<file path="config.mk">
export PLATFORM = sky130hd
export DESIGN_NAME = pc_sequencer
export DESIGN_NICKNAME = d
export VERILOG_FILES = /design/src/rtl/pc_sequencer.sv
export SDC_FILE = /design/constraint.sdc
export NUM_CORES = 1
export LEC_CHECK = 0
export BUFFER_PORTS_ARGS = -buffer_cell sky130_fd_sc_hd__buf_2
export CAP_MARGIN = 20
export CORE_UTILIZATION = 45
export CTS_CLUSTER_DIAMETER = 80
export DETAILED_ROUTE_END_ITERATION = 12
export RECOVER_POWER = 50
export SYNTH_ARGS = -nofsm -noshare
export SYNTH_HDL_FRONTEND = slang
export SYNTH_SLANG_ARGS = --single-unit
export TNS_END_PERCENT = 100
</file>
<file path="constraint.sdc">
create_clock -name clk -period 3.1 [get_ports clk]
set_clock_uncertainty 0.15 [all_clocks]
set_input_delay 0.155 -clock clk [delete_from_list [all_inputs] [get_ports clk]]
set_output_delay 0.155 -clock clk [all_outputs]
set_load 0.03 [all_outputs]
</file>
<file path="src/rtl/pc_sequencer.sv">
// -----------------------------------------------------------------------------
// pc_sequencer
//   Program-counter unit for the ISA core. Computes the next program address
//   from the decoded pc_op, keeps a hardware return stack, and vectors to one
//   of NUM_IRQ prioritised interrupt handlers with single-level nesting guard.
//
// Ports
//   clk             system clock, rising edge
//   reset_bar       asynchronous active-low reset
//   advance         instruction-step enable; state moves only when high
//   pc_op           0 NEXT, 1 SKIP, 2 JUMP, 3 JUMP_W, 4 CALL, 5 RETURN,
//                   6 RETFIE, 7 reserved (behaves as NEXT)
//   skip_cond       ALU skip result, used with SKIP
//   literal         target for JUMP / CALL
//   wreg_addr       target for JUMP_W
//   irq, irq_en     level-sensitive requests and per-line enables
//   gie             global interrupt enable
//   clear_err       clears the sticky stack error flags
//   pc              current program address (registered)
//   stack_level     occupied return-stack entries (registered)
//   in_isr          interrupt handler active (registered)
//   irq_ack         one-hot, one-cycle acknowledge of the taken line
//   stack_overflow  sticky: push attempted while full
//   stack_underflow sticky: pop attempted while empty
// -----------------------------------------------------------------------------
module pc_sequencer #(
  parameter int unsigned PC_WIDTH      = 11,
  parameter int unsigned STACK_DEPTH   = 8,
  parameter int unsigned NUM_IRQ       = 4,
  parameter int unsigned VECTOR_BASE   = 4,
  parameter int unsigned VECTOR_STRIDE = 2
) (
  input  logic                               clk,
  input  logic                               reset_bar,
  input  logic                               advance,
  input  logic [2:0]                         pc_op,
  input  logic                               skip_cond,
  input  logic [PC_WIDTH-1:0]                literal,
  input  logic [PC_WIDTH-1:0]                wreg_addr,
  input  logic [NUM_IRQ-1:0]                 irq,
  input  logic [NUM_IRQ-1:0]                 irq_en,
  input  logic                               gie,
  input  logic                               clear_err,
  output logic [PC_WIDTH-1:0]                pc,
  output logic [$clog2(STACK_DEPTH+1)-1:0]   stack_level,
  output logic                               in_isr,
  output logic [NUM_IRQ-1:0]                 irq_ack,
  output logic                               stack_overflow,
  output logic                               stack_underflow
);

  localparam int unsigned LVL_W = $clog2(STACK_DEPTH + 1);
  localparam int unsigned IDX_W = (STACK_DEPTH > 1) ? $clog2(STACK_DEPTH) : 1;
  localparam int unsigned IRQ_W = (NUM_IRQ > 1) ? $clog2(NUM_IRQ) : 1;

  typedef enum logic [2:0] {
    OP_NEXT   = 3'd0,
    OP_SKIP   = 3'd1,
    OP_JUMP   = 3'd2,
    OP_JUMP_W = 3'd3,
    OP_CALL   = 3'd4,
    OP_RETURN = 3'd5,
    OP_RETFIE = 3'd6,
    OP_RSVD   = 3'd7
  } op_e;

  typedef enum logic {
    ST_RUN = 1'b0,
    ST_ISR = 1'b1
  } isr_state_e;

  // Architectural state
  logic [PC_WIDTH-1:0] r_pc;
  logic [PC_WIDTH-1:0] r_stack [STACK_DEPTH];
  logic [LVL_W-1:0]    r_level;
  isr_state_e          r_state;
  logic [NUM_IRQ-1:0]  r_ack;
  logic                r_ovf;
  logic                r_unf;

  // Combinational next-state terms
  op_e                 w_op;
  logic [PC_WIDTH-1:0] w_pc_inc1;
  logic [PC_WIDTH-1:0] w_pc_inc2;
  logic                w_full;
  logic                w_empty;
  logic [IDX_W-1:0]    w_top_idx;
  logic [IDX_W-1:0]    w_push_idx;
  logic [PC_WIDTH-1:0] w_top;
  logic [NUM_IRQ-1:0]  w_irq_pend;
  logic [IRQ_W-1:0]    w_irq_k;
  logic [PC_WIDTH-1:0] w_vector;
  logic [NUM_IRQ-1:0]  w_ack_onehot;
  logic [PC_WIDTH-1:0] w_flow_pc;
  logic                w_flow_ok;
  logic                w_call;
  logic                w_pop;
  logic                w_take;
  logic [PC_WIDTH-1:0] w_next_pc;
  logic                w_push;
  logic [PC_WIDTH-1:0] w_push_data;

  assign w_op       = op_e'(pc_op);
  assign w_pc_inc1  = r_pc + PC_WIDTH'(1);
  assign w_pc_inc2  = r_pc + PC_WIDTH'(2);
  assign w_full     = (r_level == LVL_W'(STACK_DEPTH));
  assign w_empty    = (r_level == '0);
  assign w_top_idx  = IDX_W'(r_level - LVL_W'(1));
  assign w_push_idx = IDX_W'(r_level);
  assign w_top      = r_stack[w_top_idx];
  assign w_irq_pend = irq & irq_en;

  // Lowest set request index wins (line 0 is highest priority)
  always_comb begin
    w_irq_k = '0;
    for (int i = int'(NUM_IRQ) - 1; i >= 0; i--) begin
      if (w_irq_pend[i]) begin
        w_irq_k = IRQ_W'(i);
      end
    end
  end

  assign w_vector     = PC_WIDTH'(VECTOR_BASE + 32'(w_irq_k) * VECTOR_STRIDE);
  assign w_ack_onehot = NUM_IRQ'(1) << w_irq_k;

  // Flow result of the current op; stack ops are not interruptible this step
  always_comb begin
    w_flow_pc = w_pc_inc1;
    w_flow_ok = 1'b1;
    w_call    = 1'b0;
    w_pop     = 1'b0;
    case (w_op)
      OP_SKIP:   w_flow_pc = skip_cond ? w_pc_inc2 : w_pc_inc1;
      OP_JUMP:   w_flow_pc = literal;
      OP_JUMP_W: w_flow_pc = wreg_addr;
      OP_CALL: begin
        w_flow_pc = literal;
        w_flow_ok = 1'b0;
        w_call    = 1'b1;
      end
      OP_RETURN, OP_RETFIE: begin
        // Empty-stack pop falls through to the next instruction
        w_flow_pc = w_empty ? w_pc_inc1 : w_top;
        w_flow_ok = 1'b0;
        w_pop     = 1'b1;
      end
      default:   w_flow_pc = w_pc_inc1;
    endcase
  end

  assign w_take = gie && (r_state == ST_RUN) && (|w_irq_pend) && w_flow_ok;

  // An interrupt take pushes the flow result and redirects to the vector
  assign w_next_pc   = w_take ? w_vector : w_flow_pc;
  assign w_push      = w_call || w_take;
  assign w_push_data = w_take ? w_flow_pc : w_pc_inc1;

  // Return-stack storage; contents need no reset
  always_ff @(posedge clk) begin
    if (advance && w_push && !w_full) begin
      r_stack[w_push_idx] <= w_push_data;
    end
  end

  // PC, stack pointer, ISR state, acknowledge and sticky error flags
  always_ff @(posedge clk or negedge reset_bar) begin
    if (!reset_bar) begin
      r_pc    <= '0;
      r_level <= '0;
      r_state <= ST_RUN;
      r_ack   <= '0;
      r_ovf   <= 1'b0;
      r_unf   <= 1'b0;
    end else begin
      r_ack <= '0;
      // Clear first so an error raised on the same edge takes precedence
      if (clear_err) begin
        r_ovf <= 1'b0;
        r_unf <= 1'b0;
      end
      if (advance) begin
        r_pc <= w_next_pc;
        if (w_push) begin
          if (w_full) begin
            r_ovf <= 1'b1;
          end else begin
            r_level <= r_level + LVL_W'(1);
          end
        end else if (w_pop) begin
          if (w_empty) begin
            r_unf <= 1'b1;
          end else begin
            r_level <= r_level - LVL_W'(1);
          end
        end
        case (r_state)
          ST_RUN: begin
            if (w_take) begin
              r_state <= ST_ISR;
              r_ack   <= w_ack_onehot;
            end
          end
          ST_ISR: begin
            if (w_op == OP_RETFIE) begin
              r_state <= ST_RUN;
            end
          end
          default: r_state <= ST_RUN;
        endcase
      end
    end
  end

  assign pc              = r_pc;
  assign stack_level     = r_level;
  assign in_isr          = (r_state == ST_ISR);
  assign irq_ack         = r_ack;
  assign stack_overflow  = r_ovf;
  assign stack_underflow = r_unf;

endmodule

</file>
==> reports/qor.csv <==
metric,value,unit
status,completed,
ff_latch_area,3190,um^2
peakVddDrop,0.373,mV
mostFrequentLayoutCells,"edfxtp_1, nand2_1, buf_2, a21oi_1, nor2_1",
drtIter0Drc,334,
critPathRequiredTime,3.06,ns
wl,15.2,mm
place.gp.congestion,0.872,
postSynthAreaPerCell,12.1,um^2
drive_gt1_share,20.7,%
async_flop_share,20.0,%
synth-main-ff-cell,edfxtp_1,
worst_slew_pin_slew,1.40,ns
synth_compound_area_share,14.7,%
synth_top_area_cell,edfxtp_1,
synth-adder-area-share,1.08,%
worst_path_max_delay_cell,dfrtp_1,
die_area,13300,um^2
synth-edff-count,88,
criticalPathCategory,reg -> reg,
cts_htree_levels,3,
grt_pass1_wl,23.5,mm
clkSinkCount,110,
core,12300,um^2
synth_mux_area_share,10.2,%
fin_crit_sh,92.1,%
final_cell_area,6600,um^2
arrival,2.81,ns
seq_area_frac_synth,55.4,%
max_stage_delay,0.59,ns
synth_cells,475,
critPathLaunchType,register,
seqPwrFrac,37.8,%
fillCellCount,1079,
p_int,3360,uW
hold_viol_final,0,
cts_root_buffer,clkbuf_16,
dr_total_vias,4266,
switching_power,2240,uW
synth_nets,519,
slew_violations,0,
multi_input_area,2340,um^2
final_common_cell,edfxtp_1,
io_pins,61,
hp-class,in -> reg,
die_w,115,um
maxCapViolations,0,
port_buffers,60,
grt_pass1_vias,4121,
clock_path_buffers,2,
clock_latency,0.36,ns
grt_remaining_overflow,0,
synth_top_family_by_area,compound AO/OA/AOI/OAI gates,
die_y,115,um
timing.setup.tns,0,ns
setup_violations,0,
place_area,6290,um^2
antenna_left,0,
cp_max_fo,11,
syn2layout_area_growth,14.4,%
grt_max_degree,36,
yosysTopAreaCellShare,45.8,%
post_synth_num_cell_types,70,
final_nets,590,
viasPerCell,5.93,
power.density,850,nW/um^2
grtUsageTotal,24.5,%
ys_warn_count,0,
dp_cells,695,
yosys.area_share.simple,11.8,%
synth_xor_area_share,2.89,%
reg2reg_depth,8,
p_leak,0.00235,uW
slew_headroom,6.67,%
hold_path_depth,3,
tritoncts,built,
path_cells,ha_1 -> nand3b_1 -> a211oi_1 -> xnor2_1 -> o221ai_1 -> a31oi_1 -> a22oi_1 -> buf_4,
period_needed,2.86,ns
dp_hpwl,10.5,mm
p_comb_share,42.2,%
numCtsBuffers,9,
drc,0,
rsz0062_at_grt,false,
cp-end-kind,register,
clk_pin_slew,0.08,ns
diodes,0,
dr.pass1.iters,5,
initial_core_util,47.0,%
synth_seq_cells,110,
synthTopCellsByArea,"edfxtp_1, dfrtp_1, mux4_2",
switching_share,40.0,%
wire_per_inst,21.2,um
fmax,350,MHz
holdWs,0.00339,ns
layout.cells.non_filler,719,
pwr-share-clk,19.9,%
fin_util,53.8,%
antenna_found_initial,0,
rows,40,
synthesis.area,5770,um^2
==> cell families (layout without fill, tap and decap cells) <==
family          count (synthesis)  after routing
compound gates                124            124
flops                         110            110
simple gates                  135            135
fa+ha+maj                       5              5
xor+xnor                       19             19
mux                            36             36
buf+inv                        46            122
==> final timing paths <==
path	start	to	slack [ns]
max	pc[2]$_DFFE_PN0P_	r_stack[0][7]$_DFFE_PP_	0.24
min	irq[0]	irq_ack[2]$_DFF_PN0_	0.003
max reg2reg	pc[2]$_DFFE_PN0P_	r_stack[0][7]$_DFFE_PP_	0.24
min reg2reg	stack_overflow$_DFF_PN0_	stack_overflow$_DFF_PN0_	0.38
max in group asynchronous	reset_bar	stack_level[0]$_DFFE_PN0P_	1.39
min in group asynchronous	reset_bar	pc[8]$_DFFE_PN0P_	0.50
==> final cells by class <==
class | count | area share, %
flip-flops and latches | 110 | 48.4
multi-input cells | 319 | 35.5
repair buffers | 96 | 8.04
clock buffers | 10 | 3.47
well taps | 168 | 3.19
clock inverters | 6 | 0.853
inverters | 10 | 0.569
==> stage by stage <==
step	total power [uW]	worst slack (ns)
floorplan	3800	0.128
global placement	4470	0.166
detailed placement	4510	0.129
CTS	5630	0.105
global route	5900	0.0629
finish	5610	0.244
==> synth_stat cells, drive strengths merged, types with 3 or more instances <==
cell type,instances
o221ai,6
buf,24
a31oi,15
nand2b,6
inv,10
edfxtp,88
mux4,18
ha,5
nand3,12
o2bb2ai,5
o22ai,8
clkbuf,12
nand4,5
nor3b,4
xor2,9
a311oi,3
a2111oi,3
and2,3
nor3,11
and3,4
mux2i,17
nor2,30
or3,3
dfrtp,22
nand3b,3
nand2,44
o21ai,25
xnor2,10
a21oi,29
nor2b,3
a211oi,5
a22oi,5
==> power by group through the flow <==
stage	Combinational (uW)	Sequential, uW	Clock, uW
2_1_floorplan	1610	2190	0
3_3_place_gp	2340	2130	0
3_5_place_dp	2370	2140	0
4_1_cts	2380	2110	1150
5_1_grt	2570	2140	1200
6_report	2370	2120	1120
==> worst max-delay path, delay by kind of cell, from the launching register on <==
kind,cells,cell delay (ns)
buffers and inverters,1,0.20
adders and majority gates,1,0.30
DFF,1,0.59
xor gates and xnor gates,1,0.18
AOI/OAI and AO/OA,4,1.07
and+or+nand+nor,1,0.10
==> flip-flops by register name, indices dropped and copies added, names as in the netlist <==
signal,count
irq_ack,4
r_stack,88
stack_underflow,1
stack_level,4
stack_overflow,1
in_isr,1
pc,11
==> routing by layer <==
| metal | GRT usage [%] | vias to the layer above | share of wire, % |
|---|---|---|---|
| li1 | - | 1965 | - |
| met1 | 33.2 | 2106 | 44 |
| met2 | 38.4 | 160 | 47 |
| met3 | 3.85 | 35 | 5.8 |
| met4 | 12.7 | 0 | 3.2 |
| met5 | 0 | - | 0 |
==> what timing repair did <==
action	in CTS	in global routing
hold buffers	4	0
gates resized for setup	0	2
setup buffers	0	4
endpoints found under the setup margin	0	8
hold endpoints to repair	26	0
Power figures use the tool's default switching activity.
